$ cat config.mk
export PLATFORM = sky130hd
export DESIGN_NAME = program_loader_flat
export DESIGN_NICKNAME = d
export VERILOG_FILES = /design/src/rtl/program_loader_if.sv /design/src/rtl/program_loader.sv /design/src/flat_wrapper.sv
export SDC_FILE = /design/constraint.sdc
export NUM_CORES = 1
export LEC_CHECK = 0
export CAP_MARGIN = 20
export CORE_MARGIN = 2
export CORE_UTILIZATION = 59
export CTS_CLUSTER_SIZE = 40
export DETAILED_ROUTE_END_ITERATION = 8
export PLACE_DENSITY = 0.92
export SETUP_SLACK_MARGIN = 0.1
export SLEW_MARGIN = 15
export SYNTH_ARGS = -nofsm -noshare
export SYNTH_HDL_FRONTEND = slang
export SYNTH_SLANG_ARGS = --single-unit
$ cat constraint.sdc
create_clock -name clk -period 14.1 [get_ports clk]
set_clock_uncertainty 0.1 [all_clocks]
set_input_delay 3.525 -clock clk [delete_from_list [all_inputs] [get_ports clk]]
set_output_delay 3.525 -clock clk [all_outputs]
set_load 0.02 [all_outputs]
$ cat src/rtl/program_loader_if.sv
// Loader byte stream in, processor instruction/data memory write port out.
interface program_loader_if;
   logic [7:0]  byte_in;
   logic        byte_valid;
   logic        byte_ready;
   logic [31:0] instruction;
   logic [6:0]  instructionAddress;
   logic [31:0] data;
   logic [6:0]  dataAddress;
   logic        writeEnable;
   logic        done;
   logic [7:0]  err_count;

   modport master (
      output byte_in, byte_valid,
      input  byte_ready, instruction, instructionAddress, data, dataAddress,
             writeEnable, done, err_count
   );

   modport slave (
      input  byte_in, byte_valid,
      output byte_ready, instruction, instructionAddress, data, dataAddress,
             writeEnable, done, err_count
   );
endinterface

$ cat src/rtl/program_loader.sv
// Receives 12-byte checksummed frames and commits one instruction word and one
// data word per frame to the processor memories through a timed write strobe.
//
// state  | meaning
// IDLE   | hunting for SYNC 0xA5 or end marker 0x5A
// IADDR  | receiving instruction address byte
// IWORD  | receiving instruction word, MSB first
// DADDR  | receiving data address byte
// DWORD  | receiving data word, MSB first
// CSUM   | checking XOR checksum and address range
// SETUP  | outputs updated, strobe held low for one cycle
// STROBE | writeEnable high for WE_CYCLES cycles
// DONE   | program loaded, terminal until rst
module program_loader #(
   parameter int unsigned WE_CYCLES = 2
) (
   input  logic             clk,
   input  logic             rst,
   program_loader_if.slave  bus
);

   typedef enum logic [3:0] {
      ST_IDLE,
      ST_IADDR,
      ST_IWORD,
      ST_DADDR,
      ST_DWORD,
      ST_CSUM,
      ST_SETUP,
      ST_STROBE,
      ST_DONE
   } state_t;

   localparam logic [7:0] SYNC_BYTE = 8'hA5;
   localparam logic [7:0] END_BYTE  = 8'h5A;
   localparam logic [3:0] WE_LOAD   = 4'(WE_CYCLES - 1);

   state_t      state_q,    state_d;
   logic [1:0]  cnt_q,      cnt_d;
   logic [3:0]  we_cnt_q,   we_cnt_d;
   logic [7:0]  csum_q,     csum_d;
   logic [7:0]  iaddr_sh_q, iaddr_sh_d;
   logic [31:0] iword_sh_q, iword_sh_d;
   logic [7:0]  daddr_sh_q, daddr_sh_d;
   logic [31:0] dword_sh_q, dword_sh_d;
   logic [31:0] instr_q,    instr_d;
   logic [6:0]  iaddr_q,    iaddr_d;
   logic [31:0] data_q,     data_d;
   logic [6:0]  daddr_q,    daddr_d;
   logic [7:0]  err_q,      err_d;

   logic        ready;
   logic        xfer;
   logic [7:0]  rx;

   assign ready = (state_q == ST_IDLE)  || (state_q == ST_IADDR) ||
                  (state_q == ST_IWORD) || (state_q == ST_DADDR) ||
                  (state_q == ST_DWORD) || (state_q == ST_CSUM);
   assign xfer  = bus.byte_valid && ready;
   assign rx    = bus.byte_in;

   always_comb begin
      state_d    = state_q;
      cnt_d      = cnt_q;
      we_cnt_d   = we_cnt_q;
      csum_d     = csum_q;
      iaddr_sh_d = iaddr_sh_q;
      iword_sh_d = iword_sh_q;
      daddr_sh_d = daddr_sh_q;
      dword_sh_d = dword_sh_q;
      instr_d    = instr_q;
      iaddr_d    = iaddr_q;
      data_d     = data_q;
      daddr_d    = daddr_q;
      err_d      = err_q;

      case (state_q)
         ST_IDLE: begin
            if (xfer) begin
               if (rx == SYNC_BYTE) begin
                  state_d = ST_IADDR;
                  csum_d  = 8'h00;
                  cnt_d   = 2'd0;
               end else if (rx == END_BYTE) begin
                  state_d = ST_DONE;
               end
            end
         end
         ST_IADDR: begin
            if (xfer) begin
               iaddr_sh_d = rx;
               csum_d     = csum_q ^ rx;
               cnt_d      = 2'd0;
               state_d    = ST_IWORD;
            end
         end
         ST_IWORD: begin
            if (xfer) begin
               iword_sh_d = {iword_sh_q[23:0], rx};
               csum_d     = csum_q ^ rx;
               cnt_d      = cnt_q + 2'd1;
               if (cnt_q == 2'd3) state_d = ST_DADDR;
            end
         end
         ST_DADDR: begin
            if (xfer) begin
               daddr_sh_d = rx;
               csum_d     = csum_q ^ rx;
               cnt_d      = 2'd0;
               state_d    = ST_DWORD;
            end
         end
         ST_DWORD: begin
            if (xfer) begin
               dword_sh_d = {dword_sh_q[23:0], rx};
               csum_d     = csum_q ^ rx;
               cnt_d      = cnt_q + 2'd1;
               if (cnt_q == 2'd3) state_d = ST_CSUM;
            end
         end
         ST_CSUM: begin
            // Outputs are loaded on entry to SETUP so they settle a full cycle before the strobe.
            if (xfer) begin
               if ((rx == csum_q) && !iaddr_sh_q[7] && !daddr_sh_q[7]) begin
                  instr_d  = iword_sh_q;
                  iaddr_d  = iaddr_sh_q[6:0];
                  data_d   = dword_sh_q;
                  daddr_d  = daddr_sh_q[6:0];
                  state_d  = ST_SETUP;
               end else begin
                  if (err_q != 8'hFF) err_d = err_q + 8'd1;
                  state_d = ST_IDLE;
               end
            end
         end
         ST_SETUP: begin
            we_cnt_d = WE_LOAD;
            state_d  = ST_STROBE;
         end
         ST_STROBE: begin
            if (we_cnt_q == 4'd0) begin
               state_d = ST_IDLE;
            end else begin
               we_cnt_d = we_cnt_q - 4'd1;
            end
         end
         ST_DONE: begin
            state_d = ST_DONE;
         end
         default: begin
            state_d = ST_IDLE;
         end
      endcase
   end

   always_ff @(posedge clk or posedge rst) begin
      if (rst) begin
         state_q    <= ST_IDLE;
         cnt_q      <= 2'd0;
         we_cnt_q   <= 4'd0;
         csum_q     <= 8'h00;
         iaddr_sh_q <= 8'h00;
         iword_sh_q <= 32'h0;
         daddr_sh_q <= 8'h00;
         dword_sh_q <= 32'h0;
         instr_q    <= 32'h0;
         iaddr_q    <= 7'h0;
         data_q     <= 32'h0;
         daddr_q    <= 7'h0;
         err_q      <= 8'h00;
      end else begin
         state_q    <= state_d;
         cnt_q      <= cnt_d;
         we_cnt_q   <= we_cnt_d;
         csum_q     <= csum_d;
         iaddr_sh_q <= iaddr_sh_d;
         iword_sh_q <= iword_sh_d;
         daddr_sh_q <= daddr_sh_d;
         dword_sh_q <= dword_sh_d;
         instr_q    <= instr_d;
         iaddr_q    <= iaddr_d;
         data_q     <= data_d;
         daddr_q    <= daddr_d;
         err_q      <= err_d;
      end
   end

   assign bus.byte_ready         = ready;
   assign bus.instruction        = instr_q;
   assign bus.instructionAddress = iaddr_q;
   assign bus.data               = data_q;
   assign bus.dataAddress        = daddr_q;
   assign bus.writeEnable        = (state_q == ST_STROBE);
   assign bus.done               = (state_q == ST_DONE);
   assign bus.err_count          = err_q;

endmodule
$ cat src/flat_wrapper.sv
// flat-port wrapper written by rule: the top's interface ports become plain ports
module program_loader_flat 
#(
   parameter int unsigned WE_CYCLES = 2
)
  (clk, rst, bus_byte_in, bus_byte_valid, bus_byte_ready, bus_instruction, bus_instructionAddress, bus_data, bus_dataAddress, bus_writeEnable, bus_done, bus_err_count);
  program_loader_if bus_i ();
  input  logic clk;
  input  logic rst;
  input wire logic [$bits(bus_i.byte_in)-1:0] bus_byte_in;
  input wire logic [$bits(bus_i.byte_valid)-1:0] bus_byte_valid;
  output wire logic [$bits(bus_i.byte_ready)-1:0] bus_byte_ready;
  output wire logic [$bits(bus_i.instruction)-1:0] bus_instruction;
  output wire logic [$bits(bus_i.instructionAddress)-1:0] bus_instructionAddress;
  output wire logic [$bits(bus_i.data)-1:0] bus_data;
  output wire logic [$bits(bus_i.dataAddress)-1:0] bus_dataAddress;
  output wire logic [$bits(bus_i.writeEnable)-1:0] bus_writeEnable;
  output wire logic [$bits(bus_i.done)-1:0] bus_done;
  output wire logic [$bits(bus_i.err_count)-1:0] bus_err_count;
  assign bus_i.byte_in = bus_byte_in;
  assign bus_i.byte_valid = bus_byte_valid;
  assign bus_byte_ready = bus_i.byte_ready;
  assign bus_instruction = bus_i.instruction;
  assign bus_instructionAddress = bus_i.instructionAddress;
  assign bus_data = bus_i.data;
  assign bus_dataAddress = bus_i.dataAddress;
  assign bus_writeEnable = bus_i.writeEnable;
  assign bus_done = bus_i.done;
  assign bus_err_count = bus_i.err_count;
  program_loader #(.WE_CYCLES(WE_CYCLES)) u_core (.clk(clk), .rst(rst), .bus(bus_i));
endmodule
==> flow_summary.toml, run 1 <==
[run]
cap_viol_max_count = 0

[setup_path]
cp_slowest_stage_delay_ns = 0.68
cp-end-kind = "flop"
cp-startpoint = "bus_byte_in[3]"
crit_buf_inv = 3
rr_worst_depth = 7
r2r_start = "u_core.csum_q[3]"
slowest_stage = "clkdlybuf4s50_1"
path_depth = 8
regToRegEndpoint = "u_core.bus.data[23]"
r2r_slack_ns = 11.23
cp-start-kind = "input pin"
cp.arrival_ns = 6.53
crit_family = "buffers and inverters"
critical_path.cell_chain = "clkdlybuf4s50_1 -> xor2_1 -> nor4_1 -> and3_1 -> and2b_4 -> buf_4 -> buf_16 -> mux2_2"
crit_required_ns = 14.30
worstPathMaxFanout = 56
crit_end = "u_core.bus.data[23]"
path_class = "input pin to flop"

[power_and_ir_drop]
peakVddDrop_v = 0.000107
p_int_w = 0.00113
combPwrFrac = 0.187
leakagePower_nw = 4.23
p_clk_frac = 0.317
switchingPower_w = 0.000438
total_power_w = 0.00157
seq_power_share = 0.496
swShare = 0.280
power.density_mw_per_mm2 = 169

[cells_and_area]
area.growth.synth_to_final_pct = 21.9
n_fill_cell = 755
final_common_cell = "dfrtp_1"
final_cell_mix = "184 x dfrtp_1, 142 x mux2_2, 99 x clkdlybuf4s50_1"
diodes = 0
design_area_sq_mm = 0.00926
drive_gt1_frac = 0.328
nets = 619

[synth]
ys_types = 45
synthArstFlopShare = 1.00
yosysSeqAreaShare = 0.607
synthCells = 514
synth_edf_count = 0
synth_area_leaders = "dfrtp_1 61%, mux2_2 21%, mux2_4 4.0%"
synth_area_leader_cell = "dfrtp_1"
synthesis.area_sq_mm = 0.00759
yosys_register_bits = 184
postSynthAreaPerCell_sq_um = 14.8
synthesis.nets = 528
synth_flop_cell = "dfrtp_1"
synth.top_cell.area_share = 0.607
ys.warnings.count = 0

[sta]
timing.setup.tns_ns = 0
fmax_ghz = 0.158
slew_violations = 0
hold_ws_ns = 0.407
rsz0062_at_grt = "no"
hold_viol = 0
timing.slew.headroom = 0.438
tightest_slew_ns = 0.837
setup_violations = 0
layout_setup_ws_ns = 7.77
fin_crit_sh = 0.449
min_period_ns = 6.33

[clock_tree]
h-tree-depth = 4
clock_tree.buffer_depth = 2
cts.repair.resized = 0
holdBufCountCts = 0
cts_tree = "yes"
cts_buffers = 17
clk-insertion-delay-late_ns = 0.43
cts.sinks = 184
path_clk_slew_ns = 0.06
post_cts_buffers = 0
cts-root-buf = "clkbuf_16"

[route]
wl_per_cell_microns = 19.4
drc = 0
drtIter0Drc = 376
via_count = 4483
antenna_left = 0
wl_mm = 15.4
via_per_inst = 5.67
firstDrtPassIters = 5

[global_routing]
grt_max_degree = 96
grt_pass1_vias = 4713
grt_pass1_wl_mm = 25.3
antenna_found_initial = 0
grt.overflow.total = 0
track_usage = 0.234

[floorplan]
die_area_sq_mm = 0.0138
rows = 41
fp.coreArea_sq_mm = 0.0126
ios = 100
initial_core_util = 0.604
die_height_microns = 117
die_x_microns = 117

[place]
io_buffers = 99
placed_area_sq_mm = 0.00860
pre_cts_slack_ns = 7.24
dp_hpwl_mm = 9.52
gp_congestion = 0.832

[min_path]
worstHoldPathType = "flop to flop"

[status]
status = "complete, no violations"
## layout make-up
type | count | area, sq um | area share
sequential | 184 | 4600 | 0.497
clock inverter | 13 | 176 | 0.0191
inverter | 6 | 27.5 | 0.00297
clock buffer | 19 | 443 | 0.0479
timing repair buffer | 104 | 1050 | 0.114
tap | 172 | 215 | 0.0233
multi-input combinational | 292 | 2740 | 0.296
## registers in the layout, indices dropped and copies added (netlist names)
name	cells
u_core.daddr_sh_q	8
u_core.bus.data	32
u_core.bus.instructionAddress	7
u_core.cnt_q	2
u_core.bus.err_count	8
u_core.iword_sh_q	32
u_core.state_q	4
u_core.bus.instruction	32
u_core.bus.dataAddress	7
u_core.dword_sh_q	32
u_core.iaddr_sh_q	8
u_core.csum_q	8
u_core.we_cnt_q	4
## cell families after synthesis
group,share of synthesized area
AND/OR/NAND/NOR,0.0618
multiplexers,0.252
buffers and inverters,0.0333
adder cells (fa/ha/maj),0.00495
flip-flops,0.607
AO/OA/AOI/OAI,0.0244
XOR/XNOR,0.0173
## how the worst min path moves through the flow
stage / end / cells past startpoint / startpoint
2_1_floorplan: u_core.cnt_q[1] / 2 / u_core.cnt_q[1]
3_3_place_gp: u_core.dword_sh_q[27] / 1 / u_core.dword_sh_q[27]
3_5_place_dp: u_core.bus.instruction[31] / 1 / u_core.iword_sh_q[31]
4_1_cts: u_core.iword_sh_q[31] / 1 / u_core.iword_sh_q[31]
5_1_grt: u_core.bus.instruction[1] / 1 / u_core.bus.instruction[1]
6_report: u_core.bus.dataAddress[6] / 1 / u_core.bus.dataAddress[6]
## power groups by stage
| stage | combinational, W | sequential (W) | clock [W] |
|---|---|---|---|
| after CTS | 0.000293 | 0.000773 | 0.000506 |
| final | 0.000292 | 0.000776 | 0.000497 |
| after global routing | 0.000319 | 0.000793 | 0.000526 |
| after detailed placement | 0.000284 | 0.000778 | 0 |
| after floorplan | 0.000237 | 0.000738 | 0 |
| after global placement | 0.000269 | 0.000762 | 0 |
## through the flow
step | instances | util
5_1_grt | 790 | 0.736
3_5_place_dp | 757 | 0.685
6_report | 790 | 0.736
4_1_cts | 789 | 0.734
3_3_place_gp | 757 | 0.685
2_1_floorplan | 514 | -
## synth_stat cells, types with 2 or more instances
| cell | count |
|---|---|
| buf_4 | 9 |
| nor4bb_1 | 2 |
| nand2b_1 | 11 |
| o21ai_0 | 14 |
| a21oi_1 | 2 |
| xnor2_1 | 2 |
| buf_6 | 2 |
| o21a_1 | 2 |
| xor2_1 | 13 |
| or3_1 | 2 |
| nor4_1 | 6 |
| nor3_1 | 10 |
| inv_1 | 6 |
| nor2_1 | 14 |
| mux2_4 | 20 |
| buf_12 | 3 |
| buf_1 | 4 |
| and4bb_2 | 2 |
| buf_2 | 10 |
| nand3_1 | 3 |
| dfrtp_1 | 184 |
| or4_1 | 3 |
| clkbuf_1 | 4 |
| ha_1 | 3 |
| nand2_1 | 14 |
| nand4_1 | 2 |
| nor3b_1 | 4 |
| o21ai_1 | 5 |
| mux2_2 | 142 |
## routing by layer
layer  GRT usage  routed length (microns)  vias to the layer above
met1       0.299                     6630                     2337
met3      0.0491                      570                       29
met4      0.0941                      338                        0
met5           0                        0                        -
li1            -                        -                     1983
met2       0.392                     7820                      134
Power figures use the tool's default switching activity.
==> run 2: changes to the inputs <==
- CORE_UTILIZATION: 59 -> 55
- PLACE_DENSITY: 0.92 -> 0.87
- clock period: 14.1 -> 6.6 ns (I/O delays scaled with it)
==> run 2 against run 1 <==
  * Cell area shrank 0.49%
  * Power increased by 110%
  * Via count fell by 1.2%
  * Clock power up 100%
  * Global-route usage fell by 2.1 points
  * Core utilization is 4.6 points lower
  * Routed wire length is 5.1% lower
  * Worst hold slack got worse by 0.0054 ns
  * Largest power group unchanged
  * Sequential share of layout area grew 0.24 points
  * Non-clock buffer count did not move
  * Combinational power is 110% higher
  * Highest routed layer unchanged
==> flow_summary.toml, run 2 (synthesized netlist as in run 1, its figures left out) <==
[clock_tree]
holdBufCountCts = 0
path_clk_slew_ns = 0.06
cts-root-buf = "clkbuf_16"
h-tree-depth = 4
cts_buffers = 17
clk-insertion-delay-late_ns = 0.42
post_cts_buffers = 0
clock_tree.buffer_depth = 2
cts.sinks = 184
cts.repair.resized = 0
cts_tree = "yes"

[global_routing]
grt_pass1_wl_mm = 24.1
grt_max_degree = 185
grt.overflow.total = 0
antenna_found_initial = 0
track_usage = 0.212
grt_pass1_vias = 4550

[status]
status = "complete, no violations"

[min_path]
worstHoldPathType = "flop to flop"

[power_and_ir_drop]
peakVddDrop_v = 0.000216
total_power_w = 0.00326
leakagePower_nw = 4.18
power.density_mw_per_mm2 = 354

[route]
wl_per_cell_microns = 18.4
drc = 0
via_per_inst = 5.58
antenna_left = 0
wl_mm = 14.6
drtIter0Drc = 290
firstDrtPassIters = 4
via_count = 4428

[place]
pre_cts_slack_ns = 1.59
placed_area_sq_mm = 0.00863
io_buffers = 99
dp_hpwl_mm = 9.36
gp_congestion = 0.821

[run]
cap_viol_max_count = 0

[floorplan]
fp.coreArea_sq_mm = 0.0133
die_area_sq_mm = 0.0148
ios = 100
initial_core_util = 0.569
die_height_microns = 121
die_x_microns = 121
rows = 42

[sta]
rsz0062_at_grt = "no"
fmax_ghz = 0.216
timing.setup.tns_ns = 0
timing.slew.headroom = 0.333
setup_violations = 0
slew_violations = 0
layout_setup_ws_ns = 1.98
hold_viol = 0
min_period_ns = 4.62
tightest_slew_ns = 1.00
fin_crit_sh = 0.701

[setup_path]
path_class = "input pin to flop"
cp.arrival_ns = 4.83
worstPathMaxFanout = 47
cp-start-kind = "input pin"
crit_required_ns = 6.80
cp-end-kind = "flop"

[cells_and_area]
utilization = 0.690
final_common_cell = "dfrtp_1"
nets = 619
drive_gt1_frac = 0.326
design_area_sq_mm = 0.00921
final_cell_mix = "184 x dfrtp_1, 142 x mux2_2, 99 x clkdlybuf4s50_1"
area.growth.synth_to_final_pct = 21.3
n_fill_cell = 891
diodes = 0
## run 2: cell types whose count changed in the layout (fill, tap and decap cells not counted), sizes merged
cell,previous run,this run
clkinv,9,3
bufinv,4,2
clkbuf,19,21
clkinvlp,0,5
## run 2: where the power goes
| part | switching [W] | internal [W] | leakage (nW) |
|---|---|---|---|
| clock | 0.000417 | 0.000577 | 0.272 |
| sequential | 0.000234 | 0.00142 | 2.41 |
| combinational | 0.000266 | 0.000349 | 1.50 |
## run 2: final timing paths
path	from	endpoint	slack, ns	depth (start not counted)
max	bus_byte_in[3]	u_core.bus.data[29]	1.98	7
min	u_core.dword_sh_q[26]	u_core.bus.data[26]	0.40	1
max reg2reg	u_core.state_q[0]	u_core.bus.data[29]	3.47	5
min reg2reg	u_core.dword_sh_q[26]	u_core.bus.data[26]	0.40	1
max in group asynchronous	rst	u_core.bus.instruction[21]	3.93	3
min in group asynchronous	rst	u_core.iword_sh_q[28]	1.70	3
## run 2: layer usage
| layer | GRT usage | part of all wire | wire, microns |
|---|---|---|---|
| met1 | 0.286 | 0.44 | 6350 |
| met2 | 0.344 | 0.51 | 7490 |
| met3 | 0.0451 | 0.036 | 529 |
| met4 | 0.0733 | 0.014 | 208 |
| met5 | 0 | 0 | 0 |
## run 2: metrics by stage
| stage | hold WS [ns] | std cells |
|---|---|---|
| after floorplan | 0.354 | 514 |
| after global placement | 0.372 | 762 |
| after detailed placement | 0.380 | 762 |
| after CTS | 0.404 | 793 |
| after global routing | 0.414 | 793 |
| final | 0.401 | 793 |
## run 2: cell type report
type / count / area, sq um / share of cell area
multi-input combinational: 292 / 2740 / 0.297
tap: 176 / 220 / 0.0239
clock inverter: 10 / 121 / 0.0132
timing repair buffer: 104 / 1040 / 0.113
sequential: 184 / 4600 / 0.500
clock buffer: 21 / 460 / 0.0500
inverter: 6 / 26.3 / 0.00285
## run 2: worst max-delay path, stage by stage
cell	delay (ns)
clkdlybuf4s50_1	0.63
xor2_1	0.24
nor4_1	0.34
and3_1	0.41
and2b_4	0.73
buf_4	0.43
mux2_2	0.38
==> run 3: changes to the inputs <==
- CORE_UTILIZATION: 55 -> 50
- PLACE_DENSITY: 0.87 -> 0.83
- clock period: 6.6 -> 4.04 ns (I/O delays scaled with it)
==> run 3 against run 2 <==
  * Die area grew 9.7%
  * Core utilization shrank 7.4 points
  * Sequential power grew 62%
  * Non-clock buffer count grew 4
  * Via count shrank 0.20%
  * Sequential share of layout area shrank 0.24 points
  * Critical path type is now flop to output pin
  * Critical endpoint is now bus_done
  * Worst hold slack lost 0.0017 ns
  * Largest cell class unchanged
  * Flip-flop and latch count is the same
==> flow_summary.toml, run 3 (synthesized netlist as in run 1, its figures left out) <==
[floorplan]
initial_core_util = 0.505
die_height_microns = 127
ios = 100
fp.coreArea_sq_mm = 0.0150
die_x_microns = 127
rows = 45
die_area_sq_mm = 0.0162

[clock_tree]
path_clk_slew_ns = 0.07
cts.sinks = 184
cts.repair.resized = 0
post_cts_buffers = 0
clock_tree.buffer_depth = 2
clk-insertion-delay-late_ns = 0.43
cts_buffers = 17
h-tree-depth = 4
holdBufCountCts = 0
cts-root-buf = "clkbuf_16"
cts_tree = "yes"

[route]
wl_mm = 14.6
drc = 0
routed-wl-met3_microns = 597
antenna_left = 0
routed.top_layer = "met4"
firstDrtPassIters = 4
met1_length_mm = 6.41
routed-wl-met2_mm = 7.23
drtIter0Drc = 297
via_per_inst = 5.46
via_count = 4419
wl_per_cell_microns = 18.0

[sta]
tightest_slew_ns = 0.987
hold_viol = 0
slew_violations = 0
hold_ws_ns = 0.400
fmax_ghz = 0.305
fin_crit_sh = 0.811
timing.setup.tns_ns = 0
rsz0062_at_grt = "no"
setup_violations = 0
min_period_ns = 3.28
timing.slew.headroom = 0.342

[cells_and_area]
diodes = 0
area.growth.synth_to_final_pct = 21.9
ff_latch_area_sq_mm = 0.00460
n_fill_cell = 1100
drive_gt1_frac = 0.334
nets = 623
final_cell_mix = "184 x dfrtp_1, 142 x mux2_2, 99 x clkdlybuf4s50_1"
fin_cells = 810
final_common_cell = "dfrtp_1"
multi_input_area_sq_mm = 0.00274
utilization = 0.616

[global_routing]
grt.overflow.total = 0
track_usage = 0.193
grt_pass1_wl_mm = 24.3
grt_pass1_vias = 4599
antenna_found_initial = 0
grt_max_degree = 185

[place]
gp_congestion = 0.839
dpl.cell_count = 778
io_buffers = 99
dp_hpwl_mm = 9.52

[setup_path]
crit_family = "simple AND/OR/NAND/NOR gates"
worstPathMaxFanout = 13
cp_slowest_stage_delay_ns = 0.61
crit_required_ns = 2.93
critical_path.cell_chain = "nor3_1 -> and2_1 -> clkdlybuf4s50_1"
slowest_stage = "clkdlybuf4s50_1"
cp.arrival_ns = 2.17
crit_buf_inv = 1
path_class = "flop to output pin"
cp-end-kind = "output pin"
cp-start-kind = "flop"

[power_and_ir_drop]
power.density_mw_per_mm2 = 566
peakVddDrop_v = 0.000321
leakagePower_nw = 4.20

[min_path]
worstHoldPathType = "flop to flop"

[run]
cap_viol_max_count = 0

[status]
status = "complete, no violations"
==> run 3: cell types whose count changed in the layout (fill, tap and decap cells not counted) <==
cell	previous run	this run
buf_4	4	6
clkinv_2	1	0
clkinv_4	2	4
clkbuf_1	2	0
inv_6	1	5
buf_12	1	3
bufinv_16	2	0
inv_8	0	2
clkbuf_8	2	0
==> run 3: report_power, final <==
part / total (W) / switching (W) / internal (W)
Combinational: 0.00100 / 0.000428 / 0.000571
Clock: 0.00155 / 0.000745 / 0.000808
Sequential: 0.00268 / 0.000370 / 0.00231
==> run 3: area by class of cell <==
type / instances / area share
clock buffer: 17 / 0.0460
clock inverter: 15 / 0.0142
inverter: 6 / 0.00284
multi-input combinational: 292 / 0.296
sequential: 184 / 0.497
tap: 188 / 0.0254
timing repair buffer: 108 / 0.118
==> run 3: worst reg2reg max path: stages (launching register included) <==
cell     delay (ns)
dfrtp_1        0.51
nor3b_1        0.30
buf_4          0.17
nand2_1        0.18
and2b_4        0.45
buf_12         0.29
mux2_2         0.39
==> run 3: metrics by stage <==
stage | power (W) | worst slack (ns) | cell area, sq um
after floorplan | 0.00340 | 0.565 | 7590
after global placement | 0.00362 | 0.575 | 8700
after detailed placement | 0.00371 | 0.414 | 8700
after CTS | 0.00529 | 0.735 | 9260
after global routing | 0.00553 | 0.610 | 9260
final | 0.00524 | 0.763 | 9260
==> run 3: per-layer routing <==
layer  track usage  vias up
li1              -     2004
met1         0.252     2275
met2         0.316      114
met3        0.0465       26
met4        0.0756        0
met5             0        -
==> run 3: worst paths after layout <==
kind | slack [ns] | to | depth (start not counted) | from
hold / removal | 0.40 | u_core.dword_sh_q[27] | 1 | u_core.dword_sh_q[27]
hold reg to reg | 0.40 | u_core.dword_sh_q[27] | 1 | u_core.dword_sh_q[27]
min in group asynchronous | 1.08 | u_core.bus.instruction[29] | 3 | rst
setup reg to reg | 1.53 | u_core.bus.data[13] | 6 | u_core.state_q[1]
max in group asynchronous | 2.03 | u_core.bus.data[1] | 3 | rst
setup / recovery | 0.76 | bus_done | 3 | u_core.state_q[1]
